**config.mk**
```make
export PLATFORM = sky130hd
export DESIGN_NAME = network_mac_seq
export DESIGN_NICKNAME = d
export VERILOG_FILES = /design/src/rtl/network_mac_pkg.sv /design/src/rtl/network_mac_round_sat.sv /design/src/rtl/network_mac_seq.sv
export SDC_FILE = /design/constraint.sdc
export NUM_CORES = 1
export LEC_CHECK = 0
export CAP_MARGIN = 30
export CORE_UTILIZATION = 62
export DETAILED_ROUTE_END_ITERATION = 7
export PLACE_DENSITY = 0.88
export SLEW_MARGIN = 20
export SYNTH_ARGS = -nofsm -noshare
export SYNTH_HDL_FRONTEND = slang
export SYNTH_SLANG_ARGS = --single-unit
```
**constraint.sdc**
```tcl
create_clock -name ap_clk -period 21 [get_ports ap_clk]
set_input_delay 4.2 -clock ap_clk [delete_from_list [all_inputs] [get_ports ap_clk]]
set_output_delay 4.2 -clock ap_clk [all_outputs]
set_load 0.02 [all_outputs]
```
**src/rtl/network_mac_pkg.sv**
```systemverilog
// ---------------------------------------------------------------------------
// network_mac_pkg
//   Shared constants, the sequencer state encoding and sign-extension helpers
//   for the MAC sequencer that drives the convolution datapath's 16s x 15s
//   multiplier.
// ---------------------------------------------------------------------------
package network_mac_pkg;

    localparam int DIN_W   = 16;              // signed activation width
    localparam int WGT_W   = 15;              // signed weight width
    localparam int PROD_W  = DIN_W + WGT_W;   // multiplier product width (31)
    localparam int ACC_W   = 44;              // accumulator; 4095 max products + bias cannot overflow
    localparam int LEN_W   = 12;              // job length, 0..4095 pairs
    localparam int BIAS_W  = 32;              // signed bias width
    localparam int SHIFT_W = 5;               // right shift, 0..31
    localparam int OUT_W   = 16;              // result activation width

    localparam int SAT_MAX = 32767;
    localparam int SAT_MIN = -32768;

    // Sequencer states; the encoding is visible on the debug state output.
    typedef enum logic [2:0] {
        ST_IDLE  = 3'd0,
        ST_RUN   = 3'd1,
        ST_DRAIN = 3'd2,
        ST_ROUND = 3'd3,
        ST_OUT   = 3'd4
    } state_e;

    // Sign-extend the job bias to accumulator width.
    function automatic logic [ACC_W-1:0] sext_bias(input logic [BIAS_W-1:0] v);
        return {{(ACC_W-BIAS_W){v[BIAS_W-1]}}, v};
    endfunction

    // Sign-extend a multiplier product to accumulator width.
    function automatic logic [ACC_W-1:0] sext_prod(input logic [PROD_W-1:0] v);
        return {{(ACC_W-PROD_W){v[PROD_W-1]}}, v};
    endfunction

endpackage

```
**src/rtl/network_mac_round_sat.sv**
```systemverilog
// ---------------------------------------------------------------------------
// network_mac_round_sat
//   Combinational round-half-up, arithmetic right shift and saturation of the
//   accumulator down to a 16-bit signed activation.
//
//   Ports:
//     acc_i    in   ACC_W    signed accumulated sum
//     shift_i  in   SHIFT_W  arithmetic right-shift amount
//     data_o   out  16       rounded, shifted, clamped result
//     sat_o    out  1        result was clamped to SAT_MIN/SAT_MAX
// ---------------------------------------------------------------------------
module network_mac_round_sat
    import network_mac_pkg::*;
(
    input  logic [ACC_W-1:0]   acc_i,
    input  logic [SHIFT_W-1:0] shift_i,
    output logic [OUT_W-1:0]   data_o,
    output logic               sat_o
);

    // One guard bit so adding the rounding constant can never wrap.
    localparam int XW = ACC_W + 1;
    localparam logic signed [XW-1:0] MAX_X = XW'(SAT_MAX);
    localparam logic signed [XW-1:0] MIN_X = XW'(SAT_MIN);

    logic signed [XW-1:0] acc_x;
    logic signed [XW-1:0] rnd_x;
    logic signed [XW-1:0] sum_x;
    logic signed [XW-1:0] shf_x;

    always_comb begin
        acc_x = {acc_i[ACC_W-1], acc_i};
        rnd_x = '0;
        // Half of one output LSB; a zero shift needs no rounding.
        if (shift_i != '0) begin
            rnd_x = XW'(1) << (shift_i - 1'b1);
        end
        sum_x = acc_x + rnd_x;
        shf_x = sum_x >>> shift_i;

        data_o = shf_x[OUT_W-1:0];
        sat_o  = 1'b0;
        if (shf_x > MAX_X) begin
            data_o = OUT_W'(SAT_MAX);
            sat_o  = 1'b1;
        end else if (shf_x < MIN_X) begin
            data_o = OUT_W'(SAT_MIN);
            sat_o  = 1'b1;
        end
    end

endmodule

```
**src/rtl/network_mac_seq.sv**
```systemverilog
// ---------------------------------------------------------------------------
// network_mac_seq
//   Sequencer for the shared signed multiplier. Accepts a job descriptor,
//   streams activation/weight pairs through the external multiplier,
//   accumulates the products onto the bias, then rounds/shifts/saturates the
//   sum and returns it on a valid/ready output.
//
//   Handshakes: every interface uses valid/ready; a transfer happens on the
//   rising edge where both are high. Ready never depends on valid. Outputs
//   are held stable while valid is high and ready is low.
//
//   Ports:
//     ap_clk, ap_rst        clock, synchronous active-high reset
//     cfg_valid/cfg_ready   job descriptor handshake (ready only in IDLE)
//     cfg_len/bias/shift    pairs in job, signed start value, result shift
//     in_valid/in_ready     operand pair handshake (ready only in RUN)
//     in_data/in_wgt        signed activation / weight
//     mul_din0/mul_din1     operands to the external multiplier (0 when idle)
//     mul_dout              combinational product from the multiplier
//     out_valid/out_ready   result handshake
//     out_data/out_sat      saturated result and clamp flag
//     busy                  state is not IDLE
//     dbg_state             current sequencer state encoding
// ---------------------------------------------------------------------------
module network_mac_seq
    import network_mac_pkg::*;
(
    input  logic               ap_clk,
    input  logic               ap_rst,

    input  logic               cfg_valid,
    output logic               cfg_ready,
    input  logic [LEN_W-1:0]   cfg_len,
    input  logic [BIAS_W-1:0]  cfg_bias,
    input  logic [SHIFT_W-1:0] cfg_shift,

    input  logic               in_valid,
    output logic               in_ready,
    input  logic [DIN_W-1:0]   in_data,
    input  logic [WGT_W-1:0]   in_wgt,

    output logic [DIN_W-1:0]   mul_din0,
    output logic [WGT_W-1:0]   mul_din1,
    input  logic [PROD_W-1:0]  mul_dout,

    output logic               out_valid,
    input  logic               out_ready,
    output logic [OUT_W-1:0]   out_data,
    output logic               out_sat,

    output logic               busy,
    output logic [2:0]         dbg_state
);

    state_e             state_q;
    logic [ACC_W-1:0]   acc_q;
    logic [ACC_W-1:0]   prod_q;
    logic               prod_v_q;
    logic [LEN_W-1:0]   cnt_q;
    logic [SHIFT_W-1:0] shift_q;
    logic [OUT_W-1:0]   out_data_q;
    logic               out_sat_q;

    logic               accept;
    logic [OUT_W-1:0]   rs_data;
    logic               rs_sat;

    assign cfg_ready = (state_q == ST_IDLE);
    assign in_ready  = (state_q == ST_RUN);
    assign out_valid = (state_q == ST_OUT);
    assign busy      = (state_q != ST_IDLE);
    assign dbg_state = state_q;
    assign out_data  = out_data_q;
    assign out_sat   = out_sat_q;

    assign accept = in_valid && (state_q == ST_RUN);

    // Operands are zeroed outside an accept so the multiplier stays quiet.
    assign mul_din0 = accept ? in_data : '0;
    assign mul_din1 = accept ? in_wgt  : '0;

    network_mac_round_sat u_round_sat (
        .acc_i   (acc_q),
        .shift_i (shift_q),
        .data_o  (rs_data),
        .sat_o   (rs_sat)
    );

    always_ff @(posedge ap_clk) begin
        if (ap_rst) begin
            state_q    <= ST_IDLE;
            acc_q      <= '0;
            prod_q     <= '0;
            prod_v_q   <= 1'b0;
            cnt_q      <= '0;
            shift_q    <= '0;
            out_data_q <= '0;
            out_sat_q  <= 1'b0;
        end else begin
            // Product register: one stage between the multiplier and the adder.
            prod_v_q <= accept;
            if (accept) begin
                prod_q <= sext_prod(mul_dout);
            end

            // Accumulate lags the accept by one cycle; DRAIN covers the last one.
            if (prod_v_q) begin
                acc_q <= acc_q + prod_q;
            end

            case (state_q)
                ST_IDLE: begin
                    if (cfg_valid) begin
                        acc_q   <= sext_bias(cfg_bias);
                        cnt_q   <= cfg_len;
                        shift_q <= cfg_shift;
                        state_q <= (cfg_len != '0) ? ST_RUN : ST_ROUND;
                    end
                end
                ST_RUN: begin
                    if (accept) begin
                        cnt_q <= cnt_q - 1'b1;
                        if (cnt_q == LEN_W'(1)) begin
                            state_q <= ST_DRAIN;
                        end
                    end
                end
                ST_DRAIN: begin
                    state_q <= ST_ROUND;
                end
                ST_ROUND: begin
                    out_data_q <= rs_data;
                    out_sat_q  <= rs_sat;
                    state_q    <= ST_OUT;
                end
                ST_OUT: begin
                    if (out_ready) begin
                        state_q <= ST_IDLE;
                    end
                end
                default: begin
                    state_q <= ST_IDLE;
                end
            endcase
        end
    end

endmodule

```
==> impl_metrics.toml <==
[clocking]
insertion_delay_ps = 440
cts_sinks = 113
ctsHoldBuffers = 0
postCtsSetupBuffers = 0
path_clk_slew_ps = 60
numCtsBuffers = 17
htree_levels = 4
cts-resized-gates = 0
root_buffer = "clkbuf_16"
clock_path_buffers = 2
cts_tree = "built"

[floorplan]
pin_count = 171
rows = 52
dieArea_mm2 = 0.0213
dieWidth_um = 146
dieHeight_um = 146
initial_utilization = 0.634
core_mm2 = 0.0202

[global_routing]
busiest_layer = "met2"
grt_pass1_wl_um = 69000
antenna_found_initial = 0
grt_pass1_vias = 13500
track_usage = 0.398
grtUsageMet2 = 0.652
grt-ovfl-total = 0
grt_max_degree = 78
met3_usage = 0.0524
met1_usage = 0.523

[logic_synthesis]
synth_top_area_cell = "dfxtp_1"
synth_edf_count = 0
async_reset_ff_frac = 0
synth.avg_cell_area_um2 = 7.07
ys_seq_area_frac = 0.176
synth_ff_type = "dfxtp_1"
synth_nets = 2011
yosys_warnings = 0
synth_cell_type_count = 90
ys_ff_latch = 113
syn-cell-area_mm2 = 0.0128
syn_inst = 1816
synth_top_area_frac = 0.176
yosys-top-cells-area = "dfxtp_1, ha_1, a21oi_1"

[critical_path]
worst_ep_arrival_time_ps = 6130
startpoint_type = "input port"
critPathMaxFanout = 34
r2r_setup_slack_ps = 12830
critPathRequiredTime_ps = 16800
cp-end-kind = "output port"
crit_type = "in2out"

[sta]
finalCriticalPeriod_ps = 10330
tns_ps = 0
fin_worst_skew_ps = 10.9
drv_slew = 0
rsz0062_at_grt = "no"
fin_crit_sh = 0.492
max_slew.worst_pin.slew_ps = 971
maxSlewHeadroom = 0.352
hold_viol_final = 0
fin_ws_ps = 10670
max_freq_ghz = 0.0968
setup_violations = 0

[route]
vias = 14800
avgViaCountPerCell = 6.77
routed_wl_um = 42900
drc = 0
dr.pass1.iters = 5
antenna_left = 0
drtIter0Drc = 1503
wl_per_cell_um = 19.6

[pwr]
ir_worst_vdd_v = 0.0000512
powerDensity_mw_per_mm2 = 67.7
p_leak_uw = 0.00629

[placement]
dpl.hpwl_um = 31300
io_buffers = 170
dp_slack_ps = 10680
gp_congestion = 0.969

[cells_and_area]
syn2layout_area_growth_pct = 18.2
nets = 2101
layout-drive-gt1-share = 0.0573
antenna_cells = 0

[worst_hold_path]
min-delay-path-class = "reg2reg"

[flow_run]
drv_cap = 0

[outcome]
status = "finished clean"
==> per-layer routing <==
layer | routed length [um] | vias to the layer above
met2 | 19400 | 915
met3 | 4170 | 134
met5 | 0 | -
met1 | 17600 | 6844
met4 | 1730 | 0
li1 | - | 6937
==> Yosys cell counts (25+ instances only) <==
cell      count
nand2_1     228
nor2_1      195
a21oi_1     187
dfxtp_1     113
clkbuf_1     96
ha_1         77
o21ai_0      75
mux2i_1      65
nor3_1       60
a211oi_1     58
and3_1       47
xnor2_1      44
nand3_1      42
a21o_1       41
inv_1        40
o211ai_1     27
and2_1       25
==> worst max-delay path: stages <==
cell	delay, ps
clkdlybuf4s50_1	1020
and3_1	290
clkdlybuf4s50_1	620
==> cells in the final DEF, fill, tap and decap left out, drive strengths merged, types with 20 or more instances in the layout <==
cell           count
nand3             42
and2              25
a211oi            60
dfxtp            113
a211o             20
mux2i             65
ha                77
nand2            228
o211ai            29
and3              47
mux2              22
a21o              41
inv               49
a21oi            188
o21ai             83
xnor2             44
nor3              60
nor2             195
clkdlybuf4s50    169
==> per-stage QoR <==
stage	power, uW	cell area [um2]	std cells	hold WS, ps	util
CTS	1020	15100	2186	460	0.748
detailed placement	711	14500	2154	451	0.718
global placement	702	14500	2153	448	0.718
floorplan	581	12800	1816	440	-
global route	1080	15200	2189	476	0.750
finish	1030	15200	2189	461	0.750
==> state kept, by name, summed over array words and instances (netlist names) <==
signal / cells
acc_q: 44
prod_q: 31
out_data: 16
cnt_q: 12
shift_q: 5
dbg_state: 3
out_sat: 1
prod_v_q: 1
==> final timing paths <==
| path | endpoint | depth (start not counted) | start |
|---|---|---|---|
| setup / recovery | mul_din1[2] | 3 | in_valid |
| hold / removal | prod_q[14]$_SDFFE_PP0P_ | 2 | prod_q[14]$_SDFFE_PP0P_ |
| setup reg to reg | out_data[11]$_SDFFE_PP0P_ | 22 | shift_q[1]$_SDFFE_PP0P_ |
| hold reg to reg | prod_q[14]$_SDFFE_PP0P_ | 2 | prod_q[14]$_SDFFE_PP0P_ |
==> final cells by class <==
cell class              instances  area [um2]
multi-input cells            1539        9940
clock inverters                15         173
inverters                      45         169
fillers                      1605        5070
flip-flops and latches        113        2260
well taps                     270         338
clock buffers                  17         425
repair buffers                190        1860
==> kinds of logic after synthesis <==
logic type / Yosys count / share of synthesized area
simple gates: 710 / 0.260
other cells: 1 / 0.000292
compound gates: 590 / 0.307
buf+inv: 164 / 0.0491
xor+xnor: 63 / 0.0430
fa+ha+maj: 79 / 0.0782
mux: 96 / 0.0858
flops: 113 / 0.176
==> report_power, final <==
group / switching (uW) / internal [uW]
logic: 270 / 185
clock network: 124 / 178
registers: 29.8 / 240
Note: power is estimated with default switching activity, not from simulation.
